<file path="src/rtl/pcie_cq_type_monitor.sv">
// rtl/pcie_cq_type_monitor.sv - CQ pass-through monitor counting requests per type with snapshot
module pcie_cq_type_monitor #(
   parameter int AXIS_DATA_WIDTH  = 512,
   parameter int AXIS_TUSER_WIDTH = 228,
   parameter int CNT_WIDTH        = 8,
   parameter int DW_CNT_WIDTH     = 32,
   parameter int SATURATE         = 1,
   parameter int SOP_MODE         = 0,
   parameter int AXIS_KEEP_WIDTH  = AXIS_DATA_WIDTH / 32
) (
   input  logic                          clk,
   input  logic                          rst,
   input  logic [AXIS_DATA_WIDTH-1:0]    s_axis_tdata,
   input  logic [AXIS_KEEP_WIDTH-1:0]    s_axis_tkeep,
   input  logic                          s_axis_tvalid,
   input  logic                          s_axis_tlast,
   input  logic [AXIS_TUSER_WIDTH-1:0]   s_axis_tuser,
   output logic                          s_axis_tready,
   output logic [AXIS_DATA_WIDTH-1:0]    m_axis_tdata,
   output logic [AXIS_KEEP_WIDTH-1:0]    m_axis_tkeep,
   output logic                          m_axis_tvalid,
   output logic                          m_axis_tlast,
   output logic [AXIS_TUSER_WIDTH-1:0]   m_axis_tuser,
   input  logic                          m_axis_tready,
   input  logic                          snap_req,
   input  logic                          clear_on_snap,
   output logic [16*CNT_WIDTH-1:0]       cnt_type,
   output logic [DW_CNT_WIDTH-1:0]       cnt_dw,
   output logic [CNT_WIDTH-1:0]          cnt_frame_err,
   output logic [15:0]                   ovf,
   output logic [16*CNT_WIDTH-1:0]       snap_type,
   output logic [DW_CNT_WIDTH-1:0]       snap_dw,
   output logic                          snap_valid
);

   localparam logic STATE_IDLE   = 1'b0;
   localparam logic STATE_IN_PKT = 1'b1;

   logic                        r_state;
   logic                        w_state_nxt;
   logic                        w_in_idle;
   logic                        w_accept;
   logic                        w_sop;
   logic                        w_frame_err_evt;
   logic                        w_clear;
   logic [3:0]                  w_type;
   logic [10:0]                 w_dw;
   logic [16*CNT_WIDTH-1:0]     r_cnt_type;
   logic [16*CNT_WIDTH-1:0]     w_cnt_type_nxt;
   logic [15:0]                 r_ovf;
   logic [15:0]                 w_ovf_nxt;
   logic [DW_CNT_WIDTH-1:0]     r_cnt_dw;
   logic [DW_CNT_WIDTH-1:0]     w_dw_base;
   logic [DW_CNT_WIDTH:0]       w_dw_sum;
   logic [DW_CNT_WIDTH-1:0]     w_cnt_dw_nxt;
   logic [CNT_WIDTH-1:0]        r_cnt_frame_err;
   logic [CNT_WIDTH-1:0]        w_fe_base;
   logic [CNT_WIDTH-1:0]        w_cnt_frame_err_nxt;
   logic [16*CNT_WIDTH-1:0]     r_snap_type;
   logic [DW_CNT_WIDTH-1:0]     r_snap_dw;
   logic                        r_snap_valid;

   // Counter step: all-ones either holds or wraps to zero
   function automatic logic [CNT_WIDTH-1:0] f_inc(input logic [CNT_WIDTH-1:0] v);
      if (&v)
         f_inc = (SATURATE != 0) ? v : '0;
      else
         f_inc = v + CNT_WIDTH'(1);
   endfunction

   // The stream itself is never touched: monitoring must not add latency or backpressure
   assign m_axis_tdata  = s_axis_tdata;
   assign m_axis_tkeep  = s_axis_tkeep;
   assign m_axis_tvalid = s_axis_tvalid;
   assign m_axis_tlast  = s_axis_tlast;
   assign m_axis_tuser  = s_axis_tuser;
   assign s_axis_tready = m_axis_tready;

   assign w_accept = s_axis_tvalid && m_axis_tready;
   assign w_type   = s_axis_tdata[78:75];
   assign w_dw     = s_axis_tdata[74:64];
   assign w_clear  = snap_req && clear_on_snap;

   // FSM state register: tracks whether we are inside a multi-beat packet
   always_ff @(posedge clk or negedge rst) begin
      if (!rst)
         r_state <= STATE_IDLE;
      else
         r_state <= w_state_nxt;
   end

   // FSM next state: only accepted beats move the framing
   always_comb begin
      w_state_nxt = r_state;
      if (w_accept)
         w_state_nxt = s_axis_tlast ? STATE_IDLE : STATE_IN_PKT;
   end

   // FSM outputs: SOP source selection and framing-error detection
   always_comb begin
      w_in_idle = (r_state == STATE_IDLE);
      if (SOP_MODE != 0)
         w_sop = w_accept && w_in_idle;
      else
         w_sop = w_accept && (s_axis_tuser[81:80] != 2'b00);
      w_frame_err_evt = (SOP_MODE == 0) && w_accept && (w_in_idle ? !w_sop : w_sop);
   end

   // Per-type next values; a clearing snapshot starts the new interval from zero
   always_comb begin
      w_cnt_type_nxt = w_clear ? '0 : r_cnt_type;
      w_ovf_nxt      = w_clear ? '0 : r_ovf;
      for (int i = 0; i < 16; i++) begin
         if (w_sop && (w_type == 4'(i))) begin
            if (&w_cnt_type_nxt[i*CNT_WIDTH +: CNT_WIDTH])
               w_ovf_nxt[i] = 1'b1;
            w_cnt_type_nxt[i*CNT_WIDTH +: CNT_WIDTH] = f_inc(w_cnt_type_nxt[i*CNT_WIDTH +: CNT_WIDTH]);
         end
      end
   end

   // Dword accumulator and framing-error next values
   always_comb begin
      w_dw_base = w_clear ? '0 : r_cnt_dw;
      w_dw_sum  = {1'b0, w_dw_base} + (DW_CNT_WIDTH+1)'(w_dw);
      if (!w_sop)
         w_cnt_dw_nxt = w_dw_base;
      else if (w_dw_sum[DW_CNT_WIDTH])
         w_cnt_dw_nxt = (SATURATE != 0) ? '1 : w_dw_sum[DW_CNT_WIDTH-1:0];
      else
         w_cnt_dw_nxt = w_dw_sum[DW_CNT_WIDTH-1:0];
      w_fe_base           = w_clear ? '0 : r_cnt_frame_err;
      w_cnt_frame_err_nxt = w_frame_err_evt ? f_inc(w_fe_base) : w_fe_base;
   end

   // Live counter registers
   always_ff @(posedge clk or negedge rst) begin
      if (!rst) begin
         r_cnt_type      <= '0;
         r_ovf           <= '0;
         r_cnt_dw        <= '0;
         r_cnt_frame_err <= '0;
      end else begin
         r_cnt_type      <= w_cnt_type_nxt;
         r_ovf           <= w_ovf_nxt;
         r_cnt_dw        <= w_cnt_dw_nxt;
         r_cnt_frame_err <= w_cnt_frame_err_nxt;
      end
   end

   // Snapshot captures the values as they stood before this cycle's update
   always_ff @(posedge clk or negedge rst) begin
      if (!rst) begin
         r_snap_type  <= '0;
         r_snap_dw    <= '0;
         r_snap_valid <= 1'b0;
      end else begin
         r_snap_valid <= snap_req;
         if (snap_req) begin
            r_snap_type <= r_cnt_type;
            r_snap_dw   <= r_cnt_dw;
         end
      end
   end

   assign cnt_type      = r_cnt_type;
   assign cnt_dw        = r_cnt_dw;
   assign cnt_frame_err = r_cnt_frame_err;
   assign ovf           = r_ovf;
   assign snap_type     = r_snap_type;
   assign snap_dw       = r_snap_dw;
   assign snap_valid    = r_snap_valid;

endmodule

</file>
<file path="config.mk">
export PLATFORM = sky130hd
export DESIGN_NAME = pcie_cq_type_monitor
export DESIGN_NICKNAME = d
export VERILOG_FILES = /design/src/rtl/pcie_cq_type_monitor.sv
export SDC_FILE = /design/constraint.sdc
export NUM_CORES = 1
export LEC_CHECK = 0
export BUFFER_PORTS_ARGS = -buffer_cell sky130_fd_sc_hd__buf_4
export CAP_MARGIN = 25
export CORE_AREA = 2 2 725 727
export CTS_CLUSTER_DIAMETER = 50
export DETAILED_ROUTE_END_ITERATION = 10
export DIE_AREA = 0 0 727 729
export GPL_TIMING_DRIVEN = 0
export PLACE_DENSITY = 0.3
export SLEW_MARGIN = 30
export SYNTH_ARGS = -nofsm -noshare
export SYNTH_HDL_FRONTEND = slang
export SYNTH_SLANG_ARGS = --single-unit
</file>
<file path="constraint.sdc">
create_clock -name clk -period 3.6 [get_ports clk]
set_input_delay 0.54 -clock clk [delete_from_list [all_inputs] [get_ports clk]]
set_output_delay 0.54 -clock clk [all_outputs]
set_load 0.01 [all_outputs]
</file>
==> results.py <==
metrics = {
    "status": {
        "outcome": "completed",
    },
    "worst_setup_path": {
        "reg2reg_to": "cnt_type[38]$_DFF_PN0_",
        "worstSetupStartpoint": "snap_req",
        "worst_r2r_path_depth": 7,
        "r2r-start": "cnt_type[33]$_DFF_PN0_",
        "cp_num_buf_inv": 5,
        "worst_setup_path_end_kind": "register",
        "crit_chain": "buf_6 -> buf_16 -> nand2_2 -> buf_12 -> buf_8 -> buf_4 -> and2_1 -> ha_1 -> fa_1 -> a211oi_2 -> o21bai_2 -> o2111ai_4 -> nand2_1 -> a31o_2 -> o22a_1",
        "endpoint": "cnt_dw[0]$_DFF_PN0_",
        "crit_fanout": 10,
        "slowest_delay_ns": 0.47,
        "cp.arrival_ns": 4.15,
        "startpoint_type": "input pin",
        "crit_path_top_delay_cell": "fa_1",
        "worstPathRequired_ns": 4.30,
        "critical_path.top_delay_family": "compound AO/OA/AOI/OAI gates",
        "worstSetupPathType": "in2reg",
        "worstSetupPathDepth": 15,
        "r2r_slack_ns": 0.54,
    },
    "yosys": {
        "ys_types": 68,
        "yosysMostFrequentCell": "buf_4",
        "syn_inst": 2172,
        "syn_area_per_cell_um2": 9.96,
        "ys_seq_elements": 346,
        "synth_top_area_share_pct": 40.0,
        "yosys.area.top_type": "dfrtp_1",
        "async_flop_share_pct": 100,
        "synth_nets": 2964,
        "synth_area_um2": 21600,
        "synth_area_leaders": "dfrtp_1 40%, buf_4 26%, mux2_2 9.2%, nand2_1 2.9%, xor2_1 2.6%",
        "synth_common_cells": "759 x buf_4, 346 x dfrtp_1, 176 x mux2_2",
        "synth_edf_count": 0,
        "seq_area_frac_synth_pct": 40.0,
        "yosysWarnings": 0,
        "synth-main-ff-cell": "dfrtp_1",
    },
    "grt": {
        "grt_first_pass_wirelength_um": 349000,
        "antenna_found_initial": 258,
        "grt_overflow": 0,
        "grt_use_total_pct": 10.9,
        "grt_max_degree": 64,
        "first_global_vias": 21895,
    },
    "hold_path": {
        "hold_path_class": "in2reg",
    },
    "floorplanning": {
        "core_area_um2": 523000,
        "die_w_um": 727,
        "die_h_um": 729,
        "initial_core_util_pct": 4.14,
        "io_pins": 1867,
        "num_rows": 266,
        "dieArea_um2": 530000,
    },
    "place": {
        "dpl.hpwl_um": 273000,
        "numPortBuffers": 1125,
        "gp_congestion": 1.01,
        "placed_cell_area_um2": 39600,
    },
    "clock_network": {
        "cts_root_buf": "clkbuf_16",
        "htreeDepth": 3,
        "cts_tree": "yes",
        "clock_latency_ns": 0.83,
        "cts.sinks": 346,
        "cts-buffers-inserted": 103,
        "clk_pin_slew_ns": 0.05,
        "clockBufferDepth": 4,
    },
    "layout": {
        "areaGrowthSynthToFinish_pct": 101,
        "nets": 4232,
        "final_area_um2": 43600,
        "drive_gt1_share_pct": 66.8,
        "fillers": 60865,
        "multi_input_area_um2": 7180,
        "layout.area.seq_um2": 8660,
        "utilization_pct": 8.34,
    },
    "power_and_ir_drop": {
        "ir_worst_vdd_uv": 359,
        "power_density_nw_per_um2": 386,
        "total_power_mw": 16.8,
        "leakagePower_nw": 19.2,
    },
    "detailed_routing": {
        "vias": 21676,
        "drt-vias-per-instance": 2.05,
        "wire_per_inst_um": 28.5,
        "first_iter_violations": 1078,
        "drt_first_pass_iters": 5,
        "drt_wl_total_um": 301000,
        "drc_errors": 0,
        "ant_nets": 0,
    },
    "sta": {
        "rsz0062_at_grt": "false",
        "slew_headroom_pct": 35.8,
        "min_period_over_period_pct": 96.0,
        "hold_viol_final": 0,
        "tightest_slew_ns": 0.963,
        "maxSlewViolCount": 0,
        "setup_viol": 0,
        "fin_crit_ns": 3.46,
        "max_freq_mhz": 289,
        "finClkSkew_ns": 0.0261,
    },
    "flow_run": {
        "maxCapViolations": 0,
    },
}
timing repair:
action	in CTS	in global routing
hold buffers	4	0
resized for setup	35	17
endpoints found under the setup margin	184	22
endpoints found under the hold margin	67	0
setup buffers	2	3
pin swaps	3	4
tightest hold or removal path, stage by stage:
cell,delay (ns)
buf_4,0.16
nand2_1,0.11
o21ai_0,0.08
power by group:
group	leakage [nW]	switching (mW)	total, mW	internal, mW
clock network	1.68	3.22	9.63	6.42
logic	12.8	1.63	3.10	1.48
registers	4.79	0.109	4.09	3.98
logic make-up (layout without fill, tap and decap cells):
group,count (synthesis),count (layout),synth area share (%)
XOR/XNOR,101,101,4.09
buffers and inverters,831,2178,27.7
flip-flops,346,346,40.0
AND/OR/NAND/NOR,523,523,12.1
other,0,69,0
adder cells (fa/ha/maj),29,29,1.71
multiplexers,178,178,9.25
AO/OA/AOI/OAI,164,164,5.16
cell usage in the layout (no fill, tap or decap), types with 8 or more instances in the layout:
master / count
ha_1: 26
nor3_1: 33
clkbuf_16: 104
nor2_1: 81
xnor2_1: 37
a21oi_1: 28
diode_2: 69
nand2_1: 169
xor2_1: 64
a211oi_1: 8
and3_1: 33
clkinvlp_4: 16
bufinv_16: 13
buf_2: 11
clkbuf_2: 19
a31oi_1: 13
nand4_1: 44
buf_4: 1894
and2_1: 45
buf_16: 18
clkbuf_1: 23
o21ai_0: 39
inv_1: 18
clkbuf_8: 15
buf_12: 11
mux2_2: 176
dfrtp_1: 346
o211ai_1: 9
nor4_1: 9
clkinv_2: 18
o211a_1: 9
nand3_1: 52
per-layer routing:
metal | track usage [%] | up-vias | part of all wire [%]
met4 | 3.36 | 14 | 3.7
met1 | 11.9 | 10444 | 37
met2 | 19.2 | 1422 | 50
met5 | 0 | - | 0.034
li1 | - | 9270 | -
met3 | 4.23 | 526 | 9.2
sequential cells by signal, summed over array words and instances, names as in the netlist:
register	count
r_state	1
snap_type	128
snap_valid	1
ovf	16
cnt_frame_err	8
cnt_type	128
snap_dw	32
cnt_dw	32
through the flow:
step	cells	setup WS, ns	setup TNS, ns	hold WS (ns)
floorplan	2172	0.00131	0	0.244
global placement	10265	-5.88	-2024.51	0.477
detailed placement	10296	-3.32	-393.74	0.484
CTS	10484	0.0147	0	0.0482
global route	10523	0.000814	0	0.0988
finish	10556	0.142	0	0.123
how the worst min path moves through the flow:
stage	to	startpoint	cells past startpoint
floorplan	cnt_dw[0]$_DFF_PN0_	rst	0
global placement	ovf[8]$_DFF_PN0_	ovf[8]$_DFF_PN0_	2
detailed placement	ovf[4]$_DFF_PN0_	ovf[4]$_DFF_PN0_	2
CTS	cnt_dw[1]$_DFF_PN0_	s_axis_tdata[65]	3
global route	cnt_dw[1]$_DFF_PN0_	s_axis_tdata[65]	3
finish	r_state$_DFFE_PN0P_	m_axis_tready	3
final cells by class:
| type | count | share of cell area [%] |
|---|---|---|
| Clock buffer | 130 | 6.49 |
| Tap cell | 6968 | 20.0 |
| Antenna cell | 69 | 0.396 |
| Sequential cell | 346 | 19.9 |
| Buffer | 811 | 13.9 |
| Inverter | 18 | 0.155 |
| Multi-Input combinational cell | 995 | 16.5 |
| Timing Repair Buffer | 1165 | 21.2 |
| Clock inverter | 54 | 1.56 |
Note: power is estimated with default switching activity, not from simulation.
